[src/rtl/note_pitch_detector_pkg.sv]
// rtl/note_pitch_detector_pkg.sv - shared scale-note constants and types for the pitch detector
package note_pitch_detector_pkg;

  // Half-period constants shared with the oscillator side (clk cycles per half wave)
  localparam int PITCH_C  = 15289;
  localparam int PITCH_D  = 13621;
  localparam int PITCH_E  = 12135;
  localparam int PITCH_F  = 11454;
  localparam int PITCH_G  = 10204;
  localparam int PITCH_A  = 9091;
  localparam int PITCH_B  = 8099;
  localparam int PITCH_C2 = 7645;

  localparam int NUM_NOTES = 8;

  typedef enum logic [1:0] {
    ST_IDLE  = 2'd0,
    ST_ARMED = 2'd1,
    ST_TRACK = 2'd2
  } meter_state_e;

  // Nominal full period of a scale note: two half periods
  function automatic int nom_period(input logic [2:0] idx);
    case (idx)
      3'd0:    return 2 * PITCH_C;
      3'd1:    return 2 * PITCH_D;
      3'd2:    return 2 * PITCH_E;
      3'd3:    return 2 * PITCH_F;
      3'd4:    return 2 * PITCH_G;
      3'd5:    return 2 * PITCH_A;
      3'd6:    return 2 * PITCH_B;
      default: return 2 * PITCH_C2;
    endcase
  endfunction

endpackage

[src/rtl/note_pitch_detector_pitch_period_meter.sv]
// rtl/note_pitch_detector_pitch_period_meter.sv - rising-to-rising period meter with timeout
module pitch_period_meter
  import note_pitch_detector_pkg::*;
#(
  parameter int CNT_W   = 16,
  parameter int TIMEOUT = 40000
) (
  input  logic             clk,
  input  logic             rst,
  input  logic             audio_in,
  output logic [CNT_W-1:0] meas,
  output logic             meas_fire,
  output logic             absent,
  output logic [CNT_W-1:0] period,
  output logic             period_strobe
);

  logic             s1_q, s2_q, s3_q;
  logic             s1_d, s2_d, s3_d;
  meter_state_e     state_q, state_d;
  logic [CNT_W-1:0] cnt_q, cnt_d;
  logic [CNT_W-1:0] period_q, period_d;
  logic             strobe_q, strobe_d;
  logic             rise;

  assign rise          = s2_q & ~s3_q;
  assign period        = period_q;
  assign period_strobe = strobe_q;

  // Register stage: synchronizer chain, FSM state, counter and period output
  always_ff @(posedge clk) begin
    if (rst) begin
      s1_q     <= 1'b0;
      s2_q     <= 1'b0;
      s3_q     <= 1'b0;
      state_q  <= ST_IDLE;
      cnt_q    <= '0;
      period_q <= '0;
      strobe_q <= 1'b0;
    end else begin
      s1_q     <= s1_d;
      s2_q     <= s2_d;
      s3_q     <= s3_d;
      state_q  <= state_d;
      cnt_q    <= cnt_d;
      period_q <= period_d;
      strobe_q <= strobe_d;
    end
  end

  // Next state: the first edge only arms; later edges close a period; a stalled count times out
  always_comb begin
    s1_d      = audio_in;
    s2_d      = s1_q;
    s3_d      = s2_q;
    state_d   = state_q;
    cnt_d     = cnt_q;
    period_d  = period_q;
    strobe_d  = 1'b0;
    meas      = cnt_q + CNT_W'(1);
    meas_fire = 1'b0;
    absent    = 1'b0;
    case (state_q)
      ST_IDLE: begin
        if (rise) begin
          state_d = ST_ARMED;
          cnt_d   = '0;
        end
      end
      ST_ARMED, ST_TRACK: begin
        if (rise) begin
          period_d  = meas;
          strobe_d  = 1'b1;
          meas_fire = 1'b1;
          cnt_d     = '0;
          state_d   = ST_TRACK;
        end else if (cnt_q == CNT_W'(TIMEOUT)) begin
          state_d = ST_IDLE;
          absent  = 1'b1;
        end else begin
          cnt_d = cnt_q + CNT_W'(1);
        end
      end
      default: state_d = ST_IDLE;
    endcase
  end

endmodule

[src/rtl/note_pitch_detector.sv]
// rtl/note_pitch_detector.sv - identifies the playing scale note from a square-wave period
module note_pitch_detector
  import note_pitch_detector_pkg::*;
#(
  parameter int CNT_W      = 16,
  parameter int TIMEOUT    = 40000,
  parameter int TOL        = 256,
  parameter int LOCK_COUNT = 4,
  // Right shift of the nominal table, for running the detector from a divided clock
  parameter int NOM_SHIFT  = 0
) (
  input  logic             clk,
  input  logic             rst,
  input  logic             audio_in,
  output logic [CNT_W-1:0] period,
  output logic             period_strobe,
  output logic [2:0]       note_idx,
  output logic             note_valid,
  output logic [7:0]       note_onehot
);

  localparam int DW    = CNT_W + 1;
  localparam int RUN_W = $clog2(LOCK_COUNT + 1);
  localparam logic signed [DW-1:0] TOL_S = DW'(TOL);

  logic [CNT_W-1:0]     meas;
  logic                 meas_fire;
  logic                 absent;
  logic                 hit;
  logic [2:0]           hit_idx;
  logic signed [DW-1:0] diff;
  logic signed [DW-1:0] nom_s;

  logic [2:0]       last_idx_q, last_idx_d;
  logic [RUN_W-1:0] run_q, run_d;
  logic             valid_q, valid_d;
  logic [2:0]       idx_q, idx_d;
  logic [7:0]       onehot_q, onehot_d;

  pitch_period_meter #(
    .CNT_W  (CNT_W),
    .TIMEOUT(TIMEOUT)
  ) u_meter (
    .clk          (clk),
    .rst          (rst),
    .audio_in     (audio_in),
    .meas         (meas),
    .meas_fire    (meas_fire),
    .absent       (absent),
    .period       (period),
    .period_strobe(period_strobe)
  );

  assign note_idx    = idx_q;
  assign note_valid  = valid_q;
  assign note_onehot = onehot_q;

  // Classify the period being closed; table gaps exceed 2*TOL so at most one note hits
  always_comb begin
    hit     = 1'b0;
    hit_idx = 3'd0;
    diff    = '0;
    nom_s   = '0;
    for (int i = 0; i < NUM_NOTES; i++) begin
      nom_s = DW'(nom_period(3'(i)) >>> NOM_SHIFT);
      diff  = $signed({1'b0, meas}) - nom_s;
      if (diff <= TOL_S && diff >= -TOL_S) begin
        hit     = 1'b1;
        hit_idx = 3'(i);
      end
    end
  end

  // Lock tracking: a note is reported only after LOCK_COUNT matching periods in a row
  always_comb begin
    last_idx_d = last_idx_q;
    run_d      = run_q;
    valid_d    = valid_q;
    idx_d      = idx_q;
    onehot_d   = onehot_q;
    if (meas_fire) begin
      if (hit) begin
        if (hit_idx == last_idx_q) begin
          run_d = (run_q >= RUN_W'(LOCK_COUNT)) ? run_q : run_q + RUN_W'(1);
        end else begin
          last_idx_d = hit_idx;
          run_d      = RUN_W'(1);
        end
      end else begin
        run_d = '0;
      end
      valid_d  = (run_d == RUN_W'(LOCK_COUNT));
      idx_d    = last_idx_d;
      onehot_d = valid_d ? (8'b1 << last_idx_d) : 8'h00;
    end else if (absent) begin
      run_d    = '0;
      valid_d  = 1'b0;
      onehot_d = 8'h00;
    end
  end

  // Lock state registers
  always_ff @(posedge clk) begin
    if (rst) begin
      last_idx_q <= 3'd0;
      run_q      <= '0;
      valid_q    <= 1'b0;
      idx_q      <= 3'd0;
      onehot_q   <= 8'h00;
    end else begin
      last_idx_q <= last_idx_d;
      run_q      <= run_d;
      valid_q    <= valid_d;
      idx_q      <= idx_d;
      onehot_q   <= onehot_d;
    end
  end

endmodule

[config.mk]
export PLATFORM = sky130hd
export DESIGN_NAME = note_pitch_detector
export DESIGN_NICKNAME = d
export VERILOG_FILES = /design/src/rtl/note_pitch_detector_pkg.sv /design/src/rtl/note_pitch_detector_pitch_period_meter.sv /design/src/rtl/note_pitch_detector.sv
export SDC_FILE = /design/constraint.sdc
export NUM_CORES = 1
export LEC_CHECK = 0
export CORE_UTILIZATION = 40
export CTS_CLUSTER_DIAMETER = 150
export DETAILED_ROUTE_END_ITERATION = 8
export GPL_ROUTABILITY_DRIVEN = 0
export SETUP_SLACK_MARGIN = 0.1
export SLEW_MARGIN = 20
export SYNTH_ARGS = -nofsm -noshare
export SYNTH_HDL_FRONTEND = slang
export SYNTH_SLANG_ARGS = --single-unit
[constraint.sdc]
create_clock -name clk -period 12.3 [get_ports clk]
set_clock_uncertainty 0.2 [all_clocks]
set_input_delay 1.23 -clock clk [delete_from_list [all_inputs] [get_ports clk]]
set_output_delay 1.23 -clock clk [all_outputs]
set_load 0.01 [all_outputs]
== Word-level counts from Yosys, hierarchy flattened ==
Index checks and enable logic that the tools add are counted.

* Register bits: 53
* Input bits: 3
* Output and inout port bits: 29
* Word-level logic and storage cells: 106

* $add $sub $neg: 10
* Magnitude comparators: 17
* Equal/unequal tests: 8
* Shifts and indexed selects: 1
* Multiplexer cells: 42
* Bitwise gates (word level): 2
* Reductions and logical operators: 15

{| class="wikitable"
|+ Operator list
! kind !! count
|-
| $ge 17x9->1 const B || 8
|-
| $le 17x10->1 const B || 8
|-
| $sub 16x15->17 const B || 6
|-
| $mux 16 || 3
|-
| $mux 3 || 13
|-
| $sub 16x14->17 const B || 2
|-
| $pmux 16 s2 || 1
|-
| $mux 8 || 3
|-
| $add 16x1->16 const B || 1
|-
| $eq 16x16->1 const B || 1
|-
| $mux 1 || 16
|-
| $mux 2 || 5
|-
| $logic_and 1x1->1 || 8
|-
| $shl 1x3->8 const A || 1
|-
| $pmux 2 s2 || 1
|-
| $reduce_and 2->1 || 2
|-
| $reduce_bool 2->1 || 2
|-
| $add 3x1->3 const B || 1
|-
| $eq 3x3->1 || 1
|-
| $eq 3x3->1 const B || 1
|-
| $ge 3x3->1 const B || 1
|-
| $ne 3x1->1 const B || 1
|-
| $ne 3x2->1 const B || 1
|-
| $reduce_and 3->1 || 1
|-
| 7 further kinds || 7
|}

== Logic depth before layout (Yosys ltp) ==
Gate-level depths: netlist of the first run.

* Depth after elaboration: 18
* Mapped depth: 19
* Gate-level depth less buffers: 17

== Cells and area by module ==
From an unflattened synthesis of the first run, not the netlist that was laid out.

* Cells, all modules: 754
* Area, all modules: 5664.2 µm²

{| class="wikitable"
|+ Modules (own cells, without submodules)
! module !! instances !! cells an instance !! area an instance (µm²) !! sequential area each (µm²)
|-
| note_pitch_detector || 1 || 541 || 3857.4 || 300.3
|-
| pitch_period_meter || 1 || 213 || 1806.7 || 760.7
|}

== Worst setup path before layout of the first run ==
Ideal clock, no wire load.

* Path type: reg2reg
* Start: register u_meter.cnt_q[1]
* End: register run_q[2]
* Library setup time: 57 ps
* Arrival time: 4730 ps
* Required time: 12043 ps
* Setup slack: 7314 ps
* Cell stages (with the launch flop): 20
* Path buffers: 2
* Period minus slack after synthesis: 4986 ps
* Cell sequence: dfxtp_1 -> ha_1 -> buf_2 -> nand3_1 -> xor2_2 -> inv_2 -> ha_1 -> clkbuf_1 -> xnor2_1 -> a2111oi_2 -> a21oi_1 -> or4_1 -> a311oi_1 -> o31ai_1 -> o31ai_1 -> o311ai_1 -> a31oi_1 -> nor2_1 -> or4_4 -> o2bb2a_4

* Word-level cells in the longest chain between the ends: 16
* Elaborated cells on any way between the ends: 58
* Classes of those cells: 9 x add/sub; 16 x order compare; 2 x eq/ne; 22 x mux; 9 x reduce/logical

{| class="wikitable"
|+ RTL lines
! what !! line !! source
|-
| start: declaration || note_pitch_detector_pitch_period_meter.sv:21 || <nowiki>logic [CNT_W-1:0] cnt_q, cnt_d;</nowiki>
|-
| start signal: assignment || note_pitch_detector_pitch_period_meter.sv:45 || <nowiki>cnt_q <= cnt_d;</nowiki>
|-
| $add 16x1->16 (*) || note_pitch_detector_pitch_period_meter.sv:60 || <nowiki>meas = cnt_q + CNT_W'(1);</nowiki>
|-
| named net meas[4] || note_pitch_detector.sv:26 || <nowiki>logic [CNT_W-1:0] meas;</nowiki>
|-
| $sub 16x15->17 || note_pitch_detector.sv:66 || <nowiki>diff = $signed({1'b0, meas}) - nom_s;</nowiki>
|-
| $le 17x10->1 or $ge 17x9->1 (tied branches) || note_pitch_detector.sv:67 || <nowiki>if (diff <= TOL_S && diff >= -TOL_S) begin</nowiki>
|-
| $logic_and 1x1->1 || note_pitch_detector.sv:67 ||
|-
| $mux 1 || note_pitch_detector.sv:67 ||
|-
| $mux 2 (2 in series) || note_pitch_detector.sv:67 ||
|-
| $mux 3 (4 in series) || note_pitch_detector.sv:67 ||
|-
| $eq 3x3->1 || note_pitch_detector.sv:83 || <nowiki>if (hit_idx == last_idx_q) begin</nowiki>
|-
| $mux 3 || note_pitch_detector.sv:83 ||
|-
| $mux 3 (*) || note_pitch_detector.sv:82 || <nowiki>if (hit) begin</nowiki>
|-
| $mux 3 (*) (2 in series) || note_pitch_detector.sv:81 || <nowiki>if (meas_fire) begin</nowiki>
|-
| end signal: assignment || note_pitch_detector.sv:112 || <nowiki>run_q <= run_d;</nowiki>
|-
| end: declaration || note_pitch_detector.sv:35 || <nowiki>logic [RUN_W-1:0] run_q, run_d;</nowiki>
|}

The timed path passes the listed nets; every way through them passes the cells marked *. The select of a mux whose other input is x is not followed.
A chain may end at the register's enable or synchronous reset.

== Worst setup path in the final report of the first run ==
* Start: register u_meter.cnt_q[0]
* End: register run_q[2]

Same word-level chain as after synthesis.

==> impl_metrics.xml, run 1 <==
<?xml version="1.0" encoding="UTF-8"?>
<metrics>
  <group name="status">
    <metric name="status" unit="">finished, final reports clean</metric>
  </group>
  <group name="yosys">
    <metric name="sequential_cell_area_fraction_in_the_yosys_report" unit="%">16.47</metric>
    <metric name="post_synth_inst_count" unit="">877</metric>
    <metric name="yosysWarningCount" unit="">0</metric>
    <metric name="yosys.area.top_type" unit="">sky130_fd_sc_hd__dfxtp_1</metric>
    <metric name="synthesis.area_per_instance" unit="um^2">7.347</metric>
    <metric name="yosys_most_used_dff" unit="">sky130_fd_sc_hd__dfxtp_1</metric>
    <metric name="synth_enable_flop_cells" unit="">0</metric>
    <metric name="proportion_of_netlist_area_held_by_the_largest_area_contributor" unit="%">16.47</metric>
    <metric name="synth_area" unit="mm^2">0.006444</metric>
    <metric name="seq_cells_post_synth" unit="">53</metric>
    <metric name="netlist-cell-type-count" unit="">101</metric>
    <metric name="synth-async-reset-ratio" unit="%">0</metric>
    <metric name="ys_top_cells_by_area" unit="">sky130_fd_sc_hd__dfxtp_1 (16%), sky130_fd_sc_hd__ha_1 (4.1%), sky130_fd_sc_hd__nor2_1 (4.1%)</metric>
    <metric name="synthesis.nets" unit="">901</metric>
  </group>
  <group name="clock_network">
    <metric name="clock_tree.htree_level_count" unit="">2</metric>
    <metric name="clkSinkCount" unit="">53</metric>
    <metric name="post_cts_buffers" unit="">0</metric>
    <metric name="ctsResizeCount" unit="">0</metric>
    <metric name="post_cts_hold_buffer_count" unit="">0</metric>
    <metric name="clockBufferDepth" unit="">2</metric>
    <metric name="clkTransAtPathRegs" unit="ns">0.08</metric>
    <metric name="cts_tree" unit="">built</metric>
    <metric name="cts_made_buffers" unit="">5</metric>
    <metric name="clk-insertion-delay-late" unit="ns">0.31</metric>
    <metric name="cell_chosen_for_the_clock_root" unit="">sky130_fd_sc_hd__clkbuf_16</metric>
  </group>
  <group name="power">
    <metric name="report.power.total" unit="uW">337.1</metric>
    <metric name="vdd_ir_drop_max" unit="mV">0.06351</metric>
    <metric name="power.density" unit="mW/mm^2">48.87</metric>
    <metric name="static-leakage-power" unit="nW">2.229</metric>
  </group>
  <group name="die">
    <metric name="core-area" unit="mm^2">0.01583</metric>
    <metric name="die_width" unit="um">128.9</metric>
    <metric name="num_rows" unit="">46</metric>
    <metric name="effective_utilization_at_floorplan" unit="%">40.71</metric>
    <metric name="die-area" unit="mm^2">0.01662</metric>
    <metric name="i_o_pin_cnt" unit="">32</metric>
    <metric name="die_y" unit="um">128.9</metric>
  </group>
  <group name="grt">
    <metric name="grt-ovfl-total" unit="">0</metric>
    <metric name="grt_pass1_wl" unit="um">36690</metric>
    <metric name="first_global_vias" unit="">6326</metric>
    <metric name="grt.total_usage" unit="%">28.62</metric>
    <metric name="grt_antenna_before_repair" unit="">0</metric>
    <metric name="pin_count_of_the_biggest_net_entering_global_routing" unit="">47</metric>
  </group>
  <group name="setup_path">
    <metric name="worst-endpoint-arrival" unit="ns">6.56</metric>
    <metric name="critPathSlowestCell" unit="">sky130_fd_sc_hd__dfxtp_1</metric>
    <metric name="setup.worst_path.start_class" unit="">flop</metric>
    <metric name="critPathCaptureType" unit="">flop</metric>
    <metric name="cp_cell_sequence" unit="">ha_1 -&gt; nand3_1 -&gt; xor2_2 -&gt; inv_2 -&gt; ha_1 -&gt; nand2_1 -&gt; o31ai_1 -&gt; a31oi_1 -&gt; mux2i_1 -&gt; mux2i_1 -&gt; o41ai_1 -&gt; a41o_1 -&gt; or4b_1 -&gt; xnor2_4 -&gt; or4_4 -&gt; o2bb2a_4</metric>
    <metric name="path_class" unit="">flop to flop</metric>
    <metric name="max_stage_delay_on_crit_path" unit="ns">0.83</metric>
    <metric name="critPathRequiredTime" unit="ns">12.35</metric>
    <metric name="critical_path_peak_fanout" unit="">24</metric>
  </group>
  <group name="sta">
    <metric name="final_hold_viol_count" unit="">0</metric>
    <metric name="worstMarginPinSlew" unit="ns">1.021</metric>
    <metric name="max-slew-margin-rel" unit="%">31.33</metric>
    <metric name="fin_crit_sh" unit="%">52.94</metric>
    <metric name="rsz0062_at_grt" unit="">false</metric>
    <metric name="post-route-min-period" unit="ns">6.512</metric>
    <metric name="finalSetupTns" unit="ns">0</metric>
    <metric name="finalSetupViolCount" unit="">0</metric>
    <metric name="timing_max_transition_violations_final" unit="">0</metric>
    <metric name="max_clock_freq" unit="MHz">153.6</metric>
  </group>
  <group name="final_layout">
    <metric name="total_number_of_nets_in_the_final_design" unit="">873</metric>
    <metric name="drive_gt1_share" unit="%">7.647</metric>
    <metric name="antennaDiodeCount" unit="">0</metric>
    <metric name="finish.instance_area" unit="mm^2">0.006898</metric>
    <metric name="synthToLayoutAreaGrowth" unit="%">7.049</metric>
  </group>
  <group name="place">
    <metric name="dpl_cell_area" unit="mm^2">0.006748</metric>
    <metric name="place.detailed.hpwl" unit="um">17090</metric>
    <metric name="portBuffers" unit="">31</metric>
  </group>
  <group name="detailed_routing">
    <metric name="totalWireLength" unit="um">23830</metric>
    <metric name="antenna_left" unit="">0</metric>
    <metric name="vias" unit="">7222</metric>
    <metric name="drtIter0Drc" unit="">1359</metric>
    <metric name="number_of_drc_violations_after_detailed_routing" unit="">0</metric>
    <metric name="detailed_route_vias_per_instance" unit="">6.775</metric>
    <metric name="drt_first_pass_iters" unit="">6</metric>
    <metric name="post_drt_wl_per_cell" unit="um">22.35</metric>
  </group>
  <group name="min_path">
    <metric name="worst_hold_path_type" unit="">flop to flop</metric>
  </group>
  <group name="job">
    <metric name="maxCapViolations" unit="">0</metric>
  </group>
</metrics>
[metrics by stage]
stage               utilization (%)  hold WS, ns  instances  setup WS, ns
finish                        43.58       0.2530       1066         5.788
CTS                           43.58       0.2595       1066         5.937
detailed placement            42.63       0.2347       1058         5.997
global route                  43.58       0.2683       1066         5.506
global placement              42.59       0.2439       1058         6.018
floorplan                         -       0.2138        877         7.314
[worst max-delay path: cells and delay by family, from the launching register on]
kind,cells,cell delay [ns]
flops,1,0.83
fa+ha+maj,2,1.04
simple gates,4,1.75
xor+xnor,2,0.66
mux,2,0.35
buf+inv,1,0.21
compound gates,5,1.39
[cells in the final DEF (no fill, tap or decap), types with 21 or more instances in the layout]
cell type,count
sky130_fd_sc_hd__a211oi_1,21
sky130_fd_sc_hd__a21oi_1,47
sky130_fd_sc_hd__a31oi_1,30
sky130_fd_sc_hd__clkdlybuf4s50_1,30
sky130_fd_sc_hd__dfxtp_1,53
sky130_fd_sc_hd__ha_1,21
sky130_fd_sc_hd__inv_1,21
sky130_fd_sc_hd__nand2_1,65
sky130_fd_sc_hd__nand3_1,39
sky130_fd_sc_hd__nor2_1,70
sky130_fd_sc_hd__nor3_1,32
sky130_fd_sc_hd__o21ai_0,42
sky130_fd_sc_hd__xnor2_1,25
[registers in the layout (all words and copies together), names as in the netlist]
name,flops
u_meter.cnt_q,16
u_meter.period,16
note_onehot,8
note_idx,3
run_q,3
u_meter.state_q,2
note_valid,1
u_meter.period_strobe,1
u_meter.s1_q,1
u_meter.s2_q,1
u_meter.s3_q,1
[cells in the mapped netlist, drive strengths merged (6+ instances only)]
| cell type | count |
|---|---|
| xnor2 | 29 |
| o2111ai | 8 |
| a22oi | 19 |
| and2 | 12 |
| nor2 | 73 |
| nand2b | 11 |
| a2111oi | 6 |
| o22ai | 8 |
| or4 | 7 |
| and3 | 9 |
| nor3 | 34 |
| o31ai | 12 |
| nor4 | 18 |
| or3 | 8 |
| a31o | 6 |
| a31oi | 31 |
| dfxtp | 53 |
| o21ai | 53 |
| nand4 | 22 |
| a21o | 9 |
| clkbuf | 36 |
| nand2 | 67 |
| a22o | 8 |
| nor2b | 10 |
| o211ai | 12 |
| xor2 | 7 |
| inv | 23 |
| buf | 44 |
| a21oi | 47 |
| a311oi | 6 |
| nand3 | 40 |
| a211oi | 21 |
| mux2i | 7 |
| ha | 21 |
[cells by family after synthesis]
family / after synthesis / synth area share, %
buffers and inverters: 104 / 7.534
multiplexers: 8 / 1.262
XOR/XNOR: 37 / 6.350
AO/OA/AOI/OAI: 311 / 34.47
adder cells (fa/ha/maj): 21 / 4.078
flip-flops: 53 / 16.47
AND/OR/NAND/NOR: 343 / 29.84
[path summary, 6_finish.rpt]
check                                      start            to  slack, ns  cells past startpoint
worst max-delay path            u_meter.cnt_q[0]      run_q[2]       5.79                     16
worst min-delay path                u_meter.s1_q  u_meter.s2_q       0.25                      1
worst max register to register  u_meter.cnt_q[0]      run_q[2]       5.79                     16
worst min register to register      u_meter.s1_q  u_meter.s2_q       0.25                      1
[layer usage]
| layer | wire length [um] | vias to the layer above | part of all wire (%) | track usage [%] |
|---|---|---|---|---|
| met2 | 9871 | 470 | 41 | 41.94 |
| met4 | 1090 | 0 | 4.6 | 15.22 |
| li1 | - | 3310 | - | - |
| met1 | 10280 | 3369 | 43 | 39.04 |
| met3 | 2581 | 73 | 11 | 6.154 |
| met5 | 0 | - | 0 | 0 |
[power by group]
group	total (mW)	switching [mW]	leakage, nW	internal [mW]
Clock	0.149	0.0726	0.0704	0.0768
Combinational	0.0140	0.00942	1.73	0.00456
Sequential	0.174	0.000892	0.428	0.173
Total	0.337	0.0829	2.23	0.254
[final cells by class]
class	instances	area [um^2]
flip-flops and latches	53	1061
clock buffers	5	125.1
clock inverters	3	25.02
repair buffers	45	410.4
inverters	24	90.09
multi-input cells	720	4916
fillers	1647	8930
well taps	216	270.3
Note: power is estimated with default switching activity, not from simulation.
==> run 2: changes to the inputs <==
==> constraint.sdc (replaced) <==
create_clock -name clk -period 6.5 [get_ports clk]
set_clock_uncertainty 0.2 [all_clocks]
set_input_delay 0.65 -clock clk [delete_from_list [all_inputs] [get_ports clk]]
set_output_delay 0.65 -clock clk [all_outputs]
set_load 0.01 [all_outputs]
==> run 2 against run 1 <==
Compared with the run above:
- sequential cell count is the same
- combinational power grew 99%
- largest cell class unchanged
- first-iteration DRC count shrank 27%
- critical path type unchanged
- critical path depth is the same
- wire length shrank 0.63%
- critical endpoint unchanged
- register-to-register slack lost 5.2 ns
==> impl_metrics.xml, run 2 (synthesis results as in run 1) <==
<?xml version="1.0" encoding="UTF-8"?>
<metrics>
  <group name="sta">
    <metric name="rsz0062_at_grt" unit="">false</metric>
    <metric name="worstMarginPinSlew" unit="ns">0.8868</metric>
    <metric name="fin_crit_sh" unit="%">90.96</metric>
    <metric name="finalSetupViolCount" unit="">0</metric>
    <metric name="finalSetupTns" unit="ns">0</metric>
    <metric name="final.setup.worst_slack" unit="ns">0.5876</metric>
    <metric name="max-slew-margin-rel" unit="%">40.84</metric>
    <metric name="timing_max_transition_violations_final" unit="">0</metric>
    <metric name="post-route-min-period" unit="ns">5.912</metric>
    <metric name="final_hold_viol_count" unit="">0</metric>
    <metric name="max_clock_freq" unit="MHz">169.1</metric>
  </group>
  <group name="setup_path">
    <metric name="critPathRequiredTime" unit="ns">6.57</metric>
    <metric name="worst-endpoint-arrival" unit="ns">5.98</metric>
    <metric name="path_class" unit="">flop to flop</metric>
    <metric name="critPathCaptureType" unit="">flop</metric>
    <metric name="critical_path_peak_fanout" unit="">17</metric>
    <metric name="critical_path.top_delay_family" unit="">simple AND/OR/NAND/NOR gates</metric>
    <metric name="cp_cell_sequence" unit="">and3_1 -&gt; xnor2_4 -&gt; inv_2 -&gt; ha_1 -&gt; a21bo_2 -&gt; a2111oi_0 -&gt; a21oi_1 -&gt; o221ai_1 -&gt; nand2_1 -&gt; a31oi_1 -&gt; a31oi_1 -&gt; a21o_1 -&gt; or4b_1 -&gt; xnor2_4 -&gt; or4_4 -&gt; o2bb2a_4</metric>
    <metric name="cp_num_buf_inv" unit="">1</metric>
    <metric name="critPathSlowestCell" unit="">sky130_fd_sc_hd__dfxtp_1</metric>
    <metric name="setup.worst_path.start_class" unit="">flop</metric>
    <metric name="max_stage_delay_on_crit_path" unit="ns">0.78</metric>
  </group>
  <group name="die">
    <metric name="core-area" unit="mm^2">0.01583</metric>
    <metric name="num_rows" unit="">46</metric>
    <metric name="die-area" unit="mm^2">0.01662</metric>
    <metric name="effective_utilization_at_floorplan" unit="%">40.71</metric>
    <metric name="die_y" unit="um">128.9</metric>
    <metric name="die_width" unit="um">128.9</metric>
    <metric name="i_o_pin_cnt" unit="">32</metric>
  </group>
  <group name="place">
    <metric name="portBuffers" unit="">31</metric>
    <metric name="preCtsSetupSlack" unit="ns">0.7723</metric>
    <metric name="place.detailed.hpwl" unit="um">17300</metric>
  </group>
  <group name="clock_network">
    <metric name="cts_tree" unit="">built</metric>
    <metric name="clkSinkCount" unit="">53</metric>
    <metric name="clockBufferDepth" unit="">2</metric>
    <metric name="cts_made_buffers" unit="">5</metric>
    <metric name="clkTransAtPathRegs" unit="ns">0.09</metric>
    <metric name="clock_tree.htree_level_count" unit="">2</metric>
    <metric name="post_cts_hold_buffer_count" unit="">0</metric>
    <metric name="cell_chosen_for_the_clock_root" unit="">sky130_fd_sc_hd__clkbuf_16</metric>
    <metric name="clk-insertion-delay-late" unit="ns">0.31</metric>
    <metric name="post_cts_buffers" unit="">0</metric>
    <metric name="ctsResizeCount" unit="">0</metric>
  </group>
  <group name="grt">
    <metric name="grt.total_usage" unit="%">28.83</metric>
    <metric name="first_global_vias" unit="">6563</metric>
    <metric name="grt-ovfl-total" unit="">0</metric>
    <metric name="pin_count_of_the_biggest_net_entering_global_routing" unit="">47</metric>
    <metric name="grt_antenna_before_repair" unit="">0</metric>
    <metric name="grt_pass1_wl" unit="um">37240</metric>
  </group>
  <group name="detailed_routing">
    <metric name="detailed_route_vias_per_instance" unit="">6.797</metric>
    <metric name="post_drt_wl_per_cell" unit="um">21.94</metric>
    <metric name="antenna_left" unit="">0</metric>
    <metric name="drtIter0Drc" unit="">997</metric>
    <metric name="vias" unit="">7334</metric>
    <metric name="drt_first_pass_iters" unit="">8</metric>
    <metric name="totalWireLength" unit="um">23680</metric>
    <metric name="number_of_drc_violations_after_detailed_routing" unit="">0</metric>
  </group>
  <group name="final_layout">
    <metric name="antennaDiodeCount" unit="">0</metric>
    <metric name="drive_gt1_share" unit="%">9.038</metric>
    <metric name="total_number_of_nets_in_the_final_design" unit="">886</metric>
    <metric name="final_common_cell" unit="">sky130_fd_sc_hd__nor2_1</metric>
    <metric name="synthToLayoutAreaGrowth" unit="%">8.427</metric>
    <metric name="post-route-util" unit="%">44.14</metric>
    <metric name="nFillCells" unit="">1633</metric>
    <metric name="layout_common_cells" unit="">sky130_fd_sc_hd__nor2_1 (70), sky130_fd_sc_hd__nand2_1 (65), sky130_fd_sc_hd__dfxtp_1 (53)</metric>
  </group>
  <group name="power">
    <metric name="power.density" unit="mW/mm^2">93.25</metric>
    <metric name="vdd_ir_drop_max" unit="mV">0.1067</metric>
    <metric name="static-leakage-power" unit="nW">2.292</metric>
    <metric name="report.power.total" unit="uW">651.5</metric>
  </group>
  <group name="status">
    <metric name="status" unit="">finished, final reports clean</metric>
  </group>
  <group name="job">
    <metric name="maxCapViolations" unit="">0</metric>
  </group>
  <group name="min_path">
    <metric name="worst_hold_path_type" unit="">flop to flop</metric>
  </group>
</metrics>
==> run 2: changes by cell type in the layout (fill, tap and decap cells not counted), sizes merged <==
cell      before  now
clkinv         2    1
buf           15   28
clkinvlp       1    2
inv           24   23
clkbuf         5    6
==> run 2: worst register-to-register path: stages (launching register included) <==
cell and delay [ns]:
sky130_fd_sc_hd__dfxtp_1 0.78, sky130_fd_sc_hd__and3_1 0.48, sky130_fd_sc_hd__xnor2_4 0.27, sky130_fd_sc_hd__inv_2 0.20, sky130_fd_sc_hd__ha_1 0.27, sky130_fd_sc_hd__a21bo_2 0.22, sky130_fd_sc_hd__a2111oi_0 0.43, sky130_fd_sc_hd__a21oi_1 0.09
sky130_fd_sc_hd__o221ai_1 0.50, sky130_fd_sc_hd__nand2_1 0.23, sky130_fd_sc_hd__a31oi_1 0.21, sky130_fd_sc_hd__a31oi_1 0.10, sky130_fd_sc_hd__a21o_1 0.21, sky130_fd_sc_hd__or4b_1 0.69, sky130_fd_sc_hd__xnor2_4 0.23, sky130_fd_sc_hd__or4_4 0.56
sky130_fd_sc_hd__o2bb2a_4 0.20
==> run 2: report_power, final <==
group          switching, mW  internal [mW]  total [mW]
clock                  0.151          0.144       0.295
combinational         0.0188        0.00898      0.0278
sequential           0.00123          0.327       0.328
total                  0.171          0.480       0.652
==> run 2: routing by layer <==
| metal | track usage, % | wire length (um) | share of wire (%) | up-vias |
|---|---|---|---|---|
| met1 | 38.70 | 9943 | 42 | 3436 |
| met4 | 13.49 | 1105 | 4.7 | 0 |
| met2 | 43.24 | 9947 | 42 | 472 |
| met3 | 6.985 | 2680 | 11 | 78 |
| met5 | 0 | 0 | 0 | - |
| li1 | - | - | - | 3348 |
==> run 2: through the flow <==
stage,cell area [um^2],cells,hold slack (ns)
2_1_floorplan,6444,877,0.2138
3_3_place_gp,6843,1071,0.2392
3_5_place_dp,6843,1071,0.2442
4_1_cts,6987,1079,0.2629
5_1_grt,6987,1079,0.2775
6_report,6987,1079,0.2593
==> run 2: worst paths after layout <==
kind / slack (ns) / depth (start not counted) / to / startpoint
max: 0.59 / 16 / run_q[2] / u_meter.cnt_q[2]
max reg2reg: 0.59 / 16 / run_q[2] / u_meter.cnt_q[2]
min reg2reg: 0.26 / 1 / u_meter.s2_q / u_meter.s1_q
min: 0.26 / 1 / u_meter.s2_q / u_meter.s1_q
==> run 2: cell type report <==
type                    instances  area [um^2]  share of cell area (%)
multi-input cells             720         4913                   70.33
well taps                     216        270.3                   3.868
clock buffers                   6        128.9                   1.845
inverters                      24        90.09                   1.289
repair buffers                 58        508.0                   7.271
clock inverters                 2        15.01                  0.2149
flip-flops and latches         53         1061                   15.19
==> run 3: changes to the inputs <==
--- a/config.mk
+++ b/config.mk
@@ -5,6 +5,8 @@
 export SDC_FILE = /design/constraint.sdc
 export NUM_CORES = 1
 export LEC_CHECK = 0
+export ABC_AREA = 1
+export CAP_MARGIN = 20
 export CORE_UTILIZATION = 40
 export CTS_CLUSTER_DIAMETER = 150
 export DETAILED_ROUTE_END_ITERATION = 8
==> run 3 against run 2 <==
Compared with the run above:
- critical path depth is 12 higher
- area after synthesis is 8.4% lower
- combinational power increased to 2.9 times the previous value
- largest cell class unchanged
- first-iteration DRC count decreased by 48%
- via count shrank 7.2%
- design area fell by 7.6%
- sequential share of layout area rose by 1.2 points
- clock power is 5% higher
- highest routed layer unchanged
- non-clock buffer count is 23 lower
- cell count up 19%
==> impl_metrics.xml, run 3 <==
<?xml version="1.0" encoding="UTF-8"?>
<metrics>
  <group name="setup_path">
    <metric name="critical_path.reg2reg.startpoint" unit="">u_meter.cnt_q[0]</metric>
    <metric name="path_class" unit="">flop to flop</metric>
    <metric name="critical_path_peak_fanout" unit="">13</metric>
    <metric name="r2r-end" unit="">note_onehot[1]</metric>
    <metric name="crit_top_cell" unit="">sky130_fd_sc_hd__nand2_1</metric>
    <metric name="max_stage_delay_on_crit_path" unit="ns">0.54</metric>
    <metric name="regToRegSetupSlack" unit="ns">1.94</metric>
    <metric name="worst-endpoint-arrival" unit="ns">4.60</metric>
    <metric name="setup.worst_path.start_class" unit="">flop</metric>
    <metric name="worst_r2r_path_depth" unit="">28</metric>
    <metric name="critPathRequiredTime" unit="ns">6.54</metric>
    <metric name="critPathSlowestCell" unit="">sky130_fd_sc_hd__dfxtp_1</metric>
    <metric name="critPathCaptureType" unit="">flop</metric>
  </group>
  <group name="sta">
    <metric name="final_hold_viol_count" unit="">0</metric>
    <metric name="final.setup.worst_slack" unit="ns">1.940</metric>
    <metric name="timing_max_transition_violations_final" unit="">0</metric>
    <metric name="holdWs" unit="ns">0.2050</metric>
    <metric name="max_clock_freq" unit="MHz">219.3</metric>
    <metric name="fin_crit_sh" unit="%">70.16</metric>
    <metric name="finalSetupViolCount" unit="">0</metric>
    <metric name="max-slew-margin-rel" unit="%">43.07</metric>
    <metric name="post-route-min-period" unit="ns">4.560</metric>
    <metric name="worstMarginPinSlew" unit="ns">0.8518</metric>
    <metric name="finalSetupTns" unit="ns">0</metric>
    <metric name="rsz0062_at_grt" unit="">false</metric>
  </group>
  <group name="clock_network">
    <metric name="post_cts_hold_buffer_count" unit="">0</metric>
    <metric name="clk-insertion-delay-late" unit="ns">0.30</metric>
    <metric name="clock_tree.htree_level_count" unit="">2</metric>
    <metric name="clockBufferDepth" unit="">2</metric>
    <metric name="cts_made_buffers" unit="">5</metric>
    <metric name="ctsResizeCount" unit="">0</metric>
    <metric name="cell_chosen_for_the_clock_root" unit="">sky130_fd_sc_hd__clkbuf_16</metric>
    <metric name="post_cts_buffers" unit="">0</metric>
    <metric name="clkTransAtPathRegs" unit="ns">0.07</metric>
    <metric name="clkSinkCount" unit="">53</metric>
    <metric name="cts_tree" unit="">built</metric>
  </group>
  <group name="detailed_routing">
    <metric name="number_of_drc_violations_after_detailed_routing" unit="">0</metric>
    <metric name="post_drt_wl_per_cell" unit="um">14.62</metric>
    <metric name="detailed_route_vias_per_instance" unit="">5.295</metric>
    <metric name="vias" unit="">6809</metric>
    <metric name="drtIter0Drc" unit="">516</metric>
    <metric name="antenna_left" unit="">0</metric>
    <metric name="totalWireLength" unit="um">18810</metric>
    <metric name="drt_first_pass_iters" unit="">5</metric>
  </group>
  <group name="status">
    <metric name="status" unit="">finished, final reports clean</metric>
  </group>
  <group name="min_path">
    <metric name="worst_hold_path.num_cells" unit="">2</metric>
    <metric name="worstHoldEndpoint" unit="">u_meter.s2_q</metric>
    <metric name="worst_hold_path_type" unit="">flop to flop</metric>
    <metric name="worst_hold_startpoint" unit="">u_meter.s1_q</metric>
  </group>
  <group name="grt">
    <metric name="grt.total_usage" unit="%">25.40</metric>
    <metric name="groute.layer.met1.usage" unit="%">34.69</metric>
    <metric name="grt-ovfl-total" unit="">0</metric>
    <metric name="grt.busiest_layer" unit="">met2</metric>
    <metric name="first_global_vias" unit="">5922</metric>
    <metric name="grt_antenna_before_repair" unit="">0</metric>
    <metric name="grt_pass1_wl" unit="um">30070</metric>
    <metric name="pin_count_of_the_biggest_net_entering_global_routing" unit="">34</metric>
    <metric name="gr-usage-met2" unit="%">42.25</metric>
    <metric name="groute.layer.met3.usage" unit="%">2.306</metric>
  </group>
  <group name="die">
    <metric name="die_width" unit="um">123.5</metric>
    <metric name="num_rows" unit="">44</metric>
    <metric name="core-area" unit="mm^2">0.01448</metric>
    <metric name="i_o_pin_cnt" unit="">32</metric>
    <metric name="die_y" unit="um">123.5</metric>
    <metric name="die-area" unit="mm^2">0.01524</metric>
    <metric name="effective_utilization_at_floorplan" unit="%">40.75</metric>
  </group>
  <group name="power">
    <metric name="vdd_ir_drop_max" unit="mV">0.2332</metric>
    <metric name="static-leakage-power" unit="nW">3.227</metric>
    <metric name="power.density" unit="mW/mm^2">113.3</metric>
    <metric name="report.power.total" unit="uW">731.8</metric>
  </group>
  <group name="final_layout">
    <metric name="post-route-util" unit="%">44.61</metric>
    <metric name="synthToLayoutAreaGrowth" unit="%">9.457</metric>
    <metric name="nFillCells" unit="">1623</metric>
    <metric name="total_area_of_multi_input_combinational_cells" unit="mm^2">0.004220</metric>
    <metric name="antennaDiodeCount" unit="">0</metric>
    <metric name="final_common_cell" unit="">sky130_fd_sc_hd__nand2_1</metric>
    <metric name="area.sequential" unit="mm^2">0.001061</metric>
    <metric name="total_number_of_nets_in_the_final_design" unit="">1125</metric>
    <metric name="drive_gt1_share" unit="%">6.897</metric>
    <metric name="layout_common_cells" unit="">sky130_fd_sc_hd__nand2_1 (451), sky130_fd_sc_hd__nand3_1 (137), sky130_fd_sc_hd__inv_1 (105)</metric>
  </group>
  <group name="job">
    <metric name="maxCapViolations" unit="">0</metric>
  </group>
  <group name="yosys">
    <metric name="seq_cells_post_synth" unit="">53</metric>
    <metric name="netlist-cell-type-count" unit="">31</metric>
    <metric name="synthesis.nets" unit="">1117</metric>
    <metric name="synth_compound_area_share" unit="%">7.209</metric>
    <metric name="sequential_cell_area_fraction_in_the_yosys_report" unit="%">17.98</metric>
    <metric name="proportion_of_netlist_area_held_by_the_largest_area_contributor" unit="%">28.69</metric>
    <metric name="yosysWarningCount" unit="">0</metric>
    <metric name="synth_top_family_by_area" unit="">simple AND/OR/NAND/NOR gates</metric>
    <metric name="synthesized_area_fraction_occupied_by_and_or_nand_nor_cells" unit="%">58.04</metric>
    <metric name="yosys-top-cells-count" unit="">sky130_fd_sc_hd__nand2_1 (451), sky130_fd_sc_hd__nand3_1 (137), sky130_fd_sc_hd__inv_1 (105)</metric>
    <metric name="synthesis.area_per_instance" unit="um^2">5.399</metric>
    <metric name="synth_area" unit="mm^2">0.005901</metric>
    <metric name="post_synth_xor_xnor_area" unit="%">1.781</metric>
    <metric name="muxShareOfSynthArea" unit="%">0</metric>
    <metric name="post-synth-top-count-cell" unit="">sky130_fd_sc_hd__nand2_1</metric>
    <metric name="adder_cell_fraction_of_synth_area" unit="%">4.453</metric>
    <metric name="ys_top_cells_by_area" unit="">sky130_fd_sc_hd__nand2_1 (29%), sky130_fd_sc_hd__dfxtp_1 (18%), sky130_fd_sc_hd__nand3_1 (12%)</metric>
    <metric name="yosys.area.top_type" unit="">sky130_fd_sc_hd__nand2_1</metric>
    <metric name="post_synth_inst_count" unit="">1093</metric>
    <metric name="synth-async-reset-ratio" unit="%">0</metric>
    <metric name="synth_enable_flop_cells" unit="">0</metric>
    <metric name="yosys_most_used_dff" unit="">sky130_fd_sc_hd__dfxtp_1</metric>
  </group>
  <group name="place">
    <metric name="portBuffers" unit="">31</metric>
    <metric name="preCtsSetupSlack" unit="ns">2.043</metric>
    <metric name="place.detailed.hpwl" unit="um">14100</metric>
  </group>
</metrics>
[run 3: cell types whose count changed in the layout (fill, tap and decap cells not counted), moves of 25 or more]
cell / before / now
sky130_fd_sc_hd__inv_1: 21 / 105
sky130_fd_sc_hd__nand2_1: 65 / 451
sky130_fd_sc_hd__nand3_1: 39 / 137
sky130_fd_sc_hd__a31oi_1: 30 / 0
sky130_fd_sc_hd__xnor2_1: 25 / 0
[run 3: layer usage]
layer / part of all wire [%] / wire (um) / up-vias
li1: - / - / 3483
met1: 48 / 9042 / 3103
met2: 45 / 8536 / 200
met3: 4.7 / 888 / 23
met4: 1.8 / 340 / 0
met5: 0 / 0 / -
[run 3: area by class of cell]
class	instances	share of cell area (%)
multi-input cells	890	65.34
flip-flops and latches	53	16.43
inverters	116	6.742
repair buffers	35	5.269
well taps	184	3.565
clock buffers	5	1.937
clock inverters	3	0.7168
[run 3: how the worst max path moves through the flow]
stage                     end             start  cells after the start
5_1_grt        note_onehot[3]  u_meter.cnt_q[0]                     28
3_5_place_dp   note_onehot[1]  u_meter.cnt_q[0]                     28
2_1_floorplan  note_onehot[2]  u_meter.cnt_q[0]                     28
3_3_place_gp   note_onehot[1]  u_meter.cnt_q[0]                     28
4_1_cts        note_onehot[1]  u_meter.cnt_q[0]                     28
6_report       note_onehot[1]  u_meter.cnt_q[0]                     28
[run 3: critical path: cells and delay by family (launching register included)]
kind,cells,cell delay (ns)
simple gates,23,2.91
fa+ha+maj,2,0.62
flops,1,0.54
buf+inv,3,0.24
[run 3: per-stage QoR]
stage / instance area (um^2) / cells
finish: 6459 / 1286
global route: 6459 / 1286
CTS: 6459 / 1286
detailed placement: 6287 / 1278
global placement: 6287 / 1278
floorplan: 5901 / 1093
[run 3: power breakdown]
group	leakage (nW)	total, mW	internal (mW)	switching (mW)
sequential	0.428	0.340	0.333	0.00657
combinational	2.72	0.0819	0.0270	0.0549
clock	0.0800	0.310	0.183	0.127
[run 3: logic make-up (layout without fill, tap and decap cells)]
group,Yosys count,after routing
xor gates and xnor gates,12,12
DFF,53,53
buffers and inverters,150,159
and+or+nand+nor,778,778
AOI/OAI and AO/OA,79,79
adders and majority gates,21,21
